### config.mk
export PLATFORM = sky130hd
export DESIGN_NAME = rhs_spi_master_flat
export DESIGN_NICKNAME = d
export VERILOG_FILES = /design/src/rtl/rhs_spi_pkg.sv /design/src/rtl/rhs_spi_if.sv /design/src/rtl/rhs_miso_sampler.sv /design/src/rtl/rhs_spi_master.sv /design/src/flat_wrapper.sv
export SDC_FILE = /design/constraint.sdc
export NUM_CORES = 2
export LEC_CHECK = 0
export CORE_MARGIN = 8
export CORE_UTILIZATION = 40
export CTS_BUF_LIST = sky130_fd_sc_hd__clkbuf_16
export CTS_CLUSTER_DIAMETER = 80
export DETAILED_ROUTE_END_ITERATION = 6
export GPL_TIMING_DRIVEN = 0
export SYNTH_ARGS = -nofsm -noshare
export SYNTH_HDL_FRONTEND = slang
export SYNTH_HIERARCHICAL = 1
export SYNTH_SLANG_ARGS = --single-unit
### constraint.sdc
create_clock -name clk -period 3.75 [get_ports clk]
set_input_delay 1.125 -clock clk [delete_from_list [all_inputs] [get_ports clk]]
set_output_delay 1.125 -clock clk [all_outputs]
set_load 0.02 [all_outputs]
### src/rtl/rhs_spi_pkg.sv
// Shared defaults, FSM state encoding and lane packing helper for the RHS SPI master.
package rhs_spi_pkg;

   localparam int DEF_WORD_BITS = 32;
   localparam int DEF_NUM_MISO  = 16;

   typedef enum logic [2:0] {
      IDLE,
      SETUP,
      SHIFT,
      TAIL,
      CS_HOLD
   } state_t;

   // LSB position of a lane's word inside the flattened result bus.
   function automatic int lane_lsb(input int lane, input int word_bits);
      return lane * word_bits;
   endfunction

endpackage

### src/rtl/rhs_spi_if.sv
// Command/result handshake plus the physical SPI pins of the headstage bus.
interface rhs_spi_if #(
   parameter int NUM_MISO  = 16,
   parameter int WORD_BITS = 32,
   parameter int DELAY_W   = 4
) ();

   logic                          cmd_valid;
   logic                          cmd_ready;
   logic [WORD_BITS-1:0]          cmd_data;
   logic [DELAY_W-1:0]            cable_delay;
   logic                          CS;
   logic                          SCLK;
   logic                          MOSI;
   logic [NUM_MISO-1:0]           MISO;
   logic                          rx_valid;
   logic [NUM_MISO*WORD_BITS-1:0] rx_data;
   logic                          busy;

   modport master (
      input  cmd_valid, cmd_data, cable_delay, MISO,
      output cmd_ready, CS, SCLK, MOSI, rx_valid, rx_data, busy
   );

   modport slave (
      output cmd_valid, cmd_data, cable_delay, MISO,
      input  cmd_ready, CS, SCLK, MOSI, rx_valid, rx_data, busy
   );

endinterface

### src/rtl/rhs_miso_sampler.sv
// Shifts every MISO lane in on each delayed strobe and publishes the packed words on load.
module rhs_miso_sampler
   import rhs_spi_pkg::*;
#(
   parameter int NUM_MISO  = DEF_NUM_MISO,
   parameter int WORD_BITS = DEF_WORD_BITS
) (
   input  logic                          clk,
   input  logic                          rst_n,
   input  logic                          clr,
   input  logic                          strobe,
   input  logic                          load,
   input  logic [NUM_MISO-1:0]           miso,
   output logic                          done,
   output logic [NUM_MISO*WORD_BITS-1:0] rx_data
);
   localparam int CW = $clog2(WORD_BITS) + 1;

   logic [NUM_MISO-1:0][WORD_BITS-1:0] sr, sr_n;
   logic [NUM_MISO*WORD_BITS-1:0]      pack_n;
   logic [CW-1:0]                      cnt;

   // True once the final sample lands, including the cycle it is being taken.
   assign done = (cnt == CW'(WORD_BITS)) || (strobe && (cnt == CW'(WORD_BITS - 1)));

   always_comb begin
      sr_n   = sr;
      pack_n = '0;
      for (int i = 0; i < NUM_MISO; i++) begin
         if (strobe) sr_n[i] = {sr[i][WORD_BITS-2:0], miso[i]};
         pack_n[lane_lsb(i, WORD_BITS) +: WORD_BITS] = sr_n[i];
      end
   end

   always_ff @(posedge clk or negedge rst_n) begin
      if (!rst_n) begin
         sr      <= '0;
         cnt     <= '0;
         rx_data <= '0;
      end else begin
         if (clr) begin
            sr  <= '0;
            cnt <= '0;
         end else begin
            sr <= sr_n;
            if (strobe) cnt <= cnt + 1'b1;
         end
         if (load) rx_data <= pack_n;
      end
   end

endmodule

### src/rtl/rhs_spi_master.sv
// SPI initiator for RHS headstages: shared MOSI/CS/SCLK, parallel MISO capture with a
// per-transaction sample delay that absorbs cable round-trip time.
module rhs_spi_master
   import rhs_spi_pkg::*;
#(
   parameter int NUM_MISO       = DEF_NUM_MISO,
   parameter int WORD_BITS      = DEF_WORD_BITS,
   parameter int SCLK_HALF      = 2,
   parameter int CS_HIGH_CYCLES = 4,
   parameter int DELAY_W        = 4
) (
   input  logic      clk,
   input  logic      rst_n,
   rhs_spi_if.master bus
);
   localparam int BW   = $clog2(WORD_BITS) + 1;
   localparam int HW   = (SCLK_HALF > 1) ? $clog2(SCLK_HALF) : 1;
   localparam int HC   = (CS_HIGH_CYCLES > 1) ? $clog2(CS_HIGH_CYCLES) : 1;
   localparam int NTAP = 2 ** DELAY_W;

   state_t               state, state_n;
   logic [HW-1:0]        half_cnt, half_n;
   logic [BW-1:0]        bit_cnt, bit_n;
   logic [HC-1:0]        hold_cnt, hold_n;
   logic                 sclk_q, sclk_n;
   logic [WORD_BITS-1:0] sh, sh_n;
   logic [DELAY_W-1:0]   dly_q;
   logic [NTAP-1:1]      dl_q;
   logic [NTAP-1:0]      taps;
   logic                 rise, strobe, load, samp_done, accept, half_end, rx_valid_q;

   assign accept   = (state == IDLE) && bus.cmd_valid;
   assign half_end = (half_cnt == HW'(SCLK_HALF - 1));
   // First cycle of each SCLK high phase; tap d of the line is that pulse d cycles later.
   assign rise     = (state == SHIFT) && sclk_q && (half_cnt == '0);
   assign taps     = {dl_q, rise};
   assign strobe   = taps[dly_q];

   assign bus.cmd_ready = (state == IDLE);
   assign bus.busy      = (state != IDLE);
   assign bus.CS        = !((state == SETUP) || (state == SHIFT) || (state == TAIL));
   assign bus.SCLK      = sclk_q;
   assign bus.MOSI      = sh[WORD_BITS-1];
   assign bus.rx_valid  = rx_valid_q;

   always_comb begin
      state_n = state;
      half_n  = half_cnt;
      bit_n   = bit_cnt;
      hold_n  = hold_cnt;
      sclk_n  = sclk_q;
      sh_n    = sh;
      load    = 1'b0;
      case (state)
         IDLE: if (bus.cmd_valid) begin
            state_n = SETUP;
            sh_n    = bus.cmd_data;
            half_n  = '0;
         end
         SETUP: if (half_end) begin
            state_n = SHIFT;
            half_n  = '0;
            bit_n   = '0;
            sclk_n  = 1'b1;
         end else half_n = half_cnt + 1'b1;
         SHIFT: if (!half_end) half_n = half_cnt + 1'b1;
         else begin
            half_n = '0;
            if (sclk_q) begin
               sclk_n = 1'b0;
               sh_n   = sh << 1;
               bit_n  = bit_cnt + 1'b1;
            end else if (bit_cnt != BW'(WORD_BITS)) begin
               sclk_n = 1'b1;
            end else if (samp_done) begin
               state_n = CS_HOLD;
               load    = 1'b1;
               hold_n  = '0;
            end else state_n = TAIL;
         end
         // Long cable delays keep CS low until the last delayed sample is in.
         TAIL: if (samp_done) begin
            state_n = CS_HOLD;
            load    = 1'b1;
            hold_n  = '0;
         end
         CS_HOLD: if (hold_cnt == HC'(CS_HIGH_CYCLES - 1)) state_n = IDLE;
                  else hold_n = hold_cnt + 1'b1;
         default: state_n = IDLE;
      endcase
   end

   always_ff @(posedge clk or negedge rst_n) begin
      if (!rst_n) begin
         state      <= IDLE;
         half_cnt   <= '0;
         bit_cnt    <= '0;
         hold_cnt   <= '0;
         sclk_q     <= 1'b0;
         sh         <= '0;
         dly_q      <= '0;
         dl_q       <= '0;
         rx_valid_q <= 1'b0;
      end else begin
         state      <= state_n;
         half_cnt   <= half_n;
         bit_cnt    <= bit_n;
         hold_cnt   <= hold_n;
         sclk_q     <= sclk_n;
         sh         <= sh_n;
         rx_valid_q <= load;
         if (accept) begin
            dly_q <= bus.cable_delay;
            dl_q  <= '0;
         end else dl_q <= taps[NTAP-2:0];
      end
   end

   rhs_miso_sampler #(
      .NUM_MISO (NUM_MISO),
      .WORD_BITS(WORD_BITS)
   ) u_samp (
      .clk    (clk),
      .rst_n  (rst_n),
      .clr    (accept),
      .strobe (strobe),
      .load   (load),
      .miso   (bus.MISO),
      .done   (samp_done),
      .rx_data(bus.rx_data)
   );

endmodule

### src/flat_wrapper.sv
// flat-port wrapper written by rule: the top's interface ports become plain ports
module rhs_spi_master_flat import rhs_spi_pkg::*;
#(
   parameter int NUM_MISO       = DEF_NUM_MISO,
   parameter int WORD_BITS      = DEF_WORD_BITS,
   parameter int SCLK_HALF      = 2,
   parameter int CS_HIGH_CYCLES = 4,
   parameter int DELAY_W        = 4
)
  (clk, rst_n, bus_cmd_valid, bus_cmd_data, bus_cable_delay, bus_MISO, bus_cmd_ready, bus_CS, bus_SCLK, bus_MOSI, bus_rx_valid, bus_rx_data, bus_busy);
  rhs_spi_if #(.NUM_MISO(NUM_MISO), .WORD_BITS(WORD_BITS), .DELAY_W(DELAY_W)) bus_i ();
  input  logic clk;
  input  logic rst_n;
  input wire logic [$bits(bus_i.cmd_valid)-1:0] bus_cmd_valid;
  input wire logic [$bits(bus_i.cmd_data)-1:0] bus_cmd_data;
  input wire logic [$bits(bus_i.cable_delay)-1:0] bus_cable_delay;
  input wire logic [$bits(bus_i.MISO)-1:0] bus_MISO;
  output wire logic [$bits(bus_i.cmd_ready)-1:0] bus_cmd_ready;
  output wire logic [$bits(bus_i.CS)-1:0] bus_CS;
  output wire logic [$bits(bus_i.SCLK)-1:0] bus_SCLK;
  output wire logic [$bits(bus_i.MOSI)-1:0] bus_MOSI;
  output wire logic [$bits(bus_i.rx_valid)-1:0] bus_rx_valid;
  output wire logic [$bits(bus_i.rx_data)-1:0] bus_rx_data;
  output wire logic [$bits(bus_i.busy)-1:0] bus_busy;
  assign bus_i.cmd_valid = bus_cmd_valid;
  assign bus_i.cmd_data = bus_cmd_data;
  assign bus_i.cable_delay = bus_cable_delay;
  assign bus_i.MISO = bus_MISO;
  assign bus_cmd_ready = bus_i.cmd_ready;
  assign bus_CS = bus_i.CS;
  assign bus_SCLK = bus_i.SCLK;
  assign bus_MOSI = bus_i.MOSI;
  assign bus_rx_valid = bus_i.rx_valid;
  assign bus_rx_data = bus_i.rx_data;
  assign bus_busy = bus_i.busy;
  rhs_spi_master #(.NUM_MISO(NUM_MISO), .WORD_BITS(WORD_BITS), .SCLK_HALF(SCLK_HALF), .CS_HIGH_CYCLES(CS_HIGH_CYCLES), .DELAY_W(DELAY_W)) u_core (.clk(clk), .rst_n(rst_n), .bus(bus_i));
endmodule
==> out/results.txt <==
status: complete, no violations
Final Skew: 0.0221 ns
Compound-Gate Fraction of Synth Area: 0.0726
DR vias: 28.3k
Data arrival, critical path: 4.12 ns
crit path launch type: input port
# H-tree levels: 3
Peak VDD IR: 0.000399 V
Register Area: 27400 sq um
largest family of logic cells by synthesized area: multiplexers
Netlist Area Pre-Place: 41900 sq um
fmax: 280 MHz
RR Startpoint: u_core/state[2]
non-filler instance count after layout: 5805
via density per instance: 4.88
Synth Flop Type: dfrtp_1
Final Max Slew Viols: 0
Die Ht: 339 um
mux share of post-synthesis cell area: 0.133
RR Endpoint: u_core/u_samp/rx_data[125]
Tmin final: 3.57 ns
Synth Area in Adders: 0.00149
Skew-Pair Late Insertion Delay: 0.69 ns
Synth cell types: 50
type of the tightest min-delay check: input port to asynchronous set/reset pin
sequential share of the synthesized area: 0.655
fill count: 9348
leakage: 25.9 nW
Tcrit/Tclk final: 0.953
row count: 118
Initial Utilization: 0.404
total core area: 104000 sq um
n_diodes: 0
pin count of the biggest net entering global routing: 176
Finished Core Util: 0.520
FFs w/ async S/R, synth: 1.00
CTS tree: built
Setup TNS: 0 ns
Req. time, crit path: 4.30 ns
initial antenna violation count: 1
Die ar.: 115000 sq um
CP max FO: 10
Pre-Repair DR Iteration Count: 5
number of flops mapped to enable cells by yosys: 0
CTS clk-pin slew, worst paths: 0.06 ns
deepest clock path buffer count: 3
CP endpoint kind: flip-flop
Setup Crit Path Kind: input port to flip-flop
Least-Margin Pin Slew: 0.947 ns
slew margin rel.: 0.369
total gr overflow: 0
Num CTS Buffers: 114
final net count: 4392
final worst setup slack: 0.176 ns
Place WS: -1.88 ns
Detailed Route WL: 113000 um
R2R depth: 17
layout cell share with drive strength beyond 1: 0.0924
I/O Buffers: 572
Synth warnings: 6
# Max-Cap Violations: 0
first-pass GRT wire length: 177000 um
total clock sinks: 1095
I/O Pins: 573
Total GRT Usage: 0.192
Starting DRT DRC Count: 1673
pwr/cell area: 612 nW/um^2
chip width: 339 um
WL/cell: 19.5 um
Fin. Hold Viols: 0
vias in the first global route: 29.5k
GPL Wtd Cong: 0.789
endpoints failing setup: 0
placed cells: 5593
Simple-Gate Fraction of Synth Area: 0.106
RSZ-0062 raised after global routing: true
DRC violations left: 0
synthesized instance count: 3634
Yosys reg bits: 1095
multi-input logic area: 13100 sq um
flop2flop setup slack: 0.28 ns
Root Buffer: clkbuf_16
Area growth syn-to-layout: 28.8%
syn nets: 3694
Final ANT Viol Nets: 0
HPWL Detailed: 80700 um
Mapped Avg Cell Area: 11.5 sq um
post-synthesis xor/xnor area fraction: 0.000837
power breakdown:
part,internal (mW),switching (mW),leakage [nW]
clock network,7.03,4.73,1.94
logic,2.07,3.08,9.93
registers,14.6,1.46,14.0
total,23.7,9.26,25.9
state kept, by name, summed over array words and instances, names as in the netlist:
register / cells
u_core/half_cnt: 1
u_core/dl_q: 15
u_core/sh: 32
u_core/bus.SCLK: 1
u_core/bit_cnt: 6
u_core/u_samp/rx_data: 512
u_core/u_samp/sr: 512
u_core/dly_q: 4
u_core/bus.rx_valid: 1
u_core/state: 3
u_core/hold_cnt: 2
u_core/u_samp/cnt: 6
how the worst max path moves through the flow:
stage	start	end	slack, ns
after floorplan	u_core/bus.SCLK	u_core/u_samp/rx_data[100]	0.30
after global placement	rst_n	u_core/u_samp/rx_data[101]	-48.75
after detailed placement	u_core/bus.SCLK	u_core/u_samp/rx_data[443]	-1.88
after CTS	bus_cmd_valid	u_core/u_samp/sr[464]	0.01
after global routing	u_core/state[2]	u_core/u_samp/rx_data[127]	-0.003
final	bus_cmd_valid	u_core/u_samp/sr[413]	0.18
cell type report:
type / instances / share of cell area
clock buffer: 116 / 0.0539
timing repair buffer: 584 / 0.111
inverter: 9 / 0.000627
sequential: 1095 / 0.508
multi-input combinational: 2279 / 0.244
clock inverter: 93 / 0.0184
buffer: 249 / 0.0320
tap: 1380 / 0.0320
cells in the final DEF (no fill, tap or decap), drive strengths merged, types with 2 or more instances in the layout:
| cell | count |
|---|---|
| dfrtp | 1095 |
| nor2 | 1065 |
| clkdlybuf4s50 | 571 |
| a21oi | 548 |
| mux2i | 547 |
| clkbuf | 256 |
| buf | 122 |
| clkinv | 51 |
| inv | 23 |
| bufinv | 21 |
| nand2 | 19 |
| nor2b | 17 |
| o21ai | 15 |
| nand2b | 9 |
| clkinvlp | 7 |
| nand3 | 6 |
| ha | 5 |
| nor3 | 5 |
| mux2 | 4 |
| xor2 | 3 |
| nand4bb | 2 |
| nand3b | 2 |
| mux4 | 2 |
| and3b | 2 |
| o2111ai | 2 |
| o31ai | 2 |
| or3 | 2 |
| a22oi | 2 |
| nand4 | 2 |
cell usage after synthesis, drive strengths merged (6+ instances only):
master  instances  share of area
nor2b          17         0.0025
inv             9        0.00081
o21ai          15         0.0018
mux2i         547           0.13
nand2          19         0.0017
buf           103          0.018
nand2b          9         0.0013
dfrtp        1095           0.65
nor2         1065          0.096
clkbuf        148          0.013
a21oi         548          0.067
nand3           6        0.00084
through the flow:
step / hold slack [ns] / power, mW / instance area (sq um)
6_report: 0.430 / 33.0 / 53900
5_1_grt: 0.439 / 34.9 / 53900
4_1_cts: 0.414 / 33.4 / 53800
3_5_place_dp: 0.476 / 21.5 / 49500
3_3_place_gp: 0.463 / 21.4 / 49300
2_1_floorplan: 0.446 / 19.8 / 41900
logic make-up after synthesis:
kind of cell	count (synthesis)
fa+ha+maj	5
compound gates	580
simple gates	1137
flops	1095
mux	553
buf+inv	260
xor+xnor	4
critical path, cell delays in order:
cell             delay (ns)
clkdlybuf4s50_1        0.47
nand2b_1               0.11
nor3_1                 0.38
clkbuf_2               0.35
buf_2                  0.31
buf_2                  0.43
clkbuf_4               0.40
clkbuf_1               0.41
nor2_1                 0.10
metal layers:
metal	global-route usage	wire, um	share of wire	up-vias
met3	0.0682	8660	0.077	129
met1	0.246	48800	0.43	14100
met2	0.314	53500	0.47	548
met5	0	0	0	-
met4	0.0425	2100	0.019	0
li1	-	-	-	13600
what timing repair did:
action / in CTS / in global routing
gates resized for setup: 195 / 33
hold buffers: 0 / 0
setup endpoints to repair: 613 / 602
pin swaps: 1 / 0
setup buffers: 1 / 4
No activity file was read; power rests on OpenSTA's default activity.
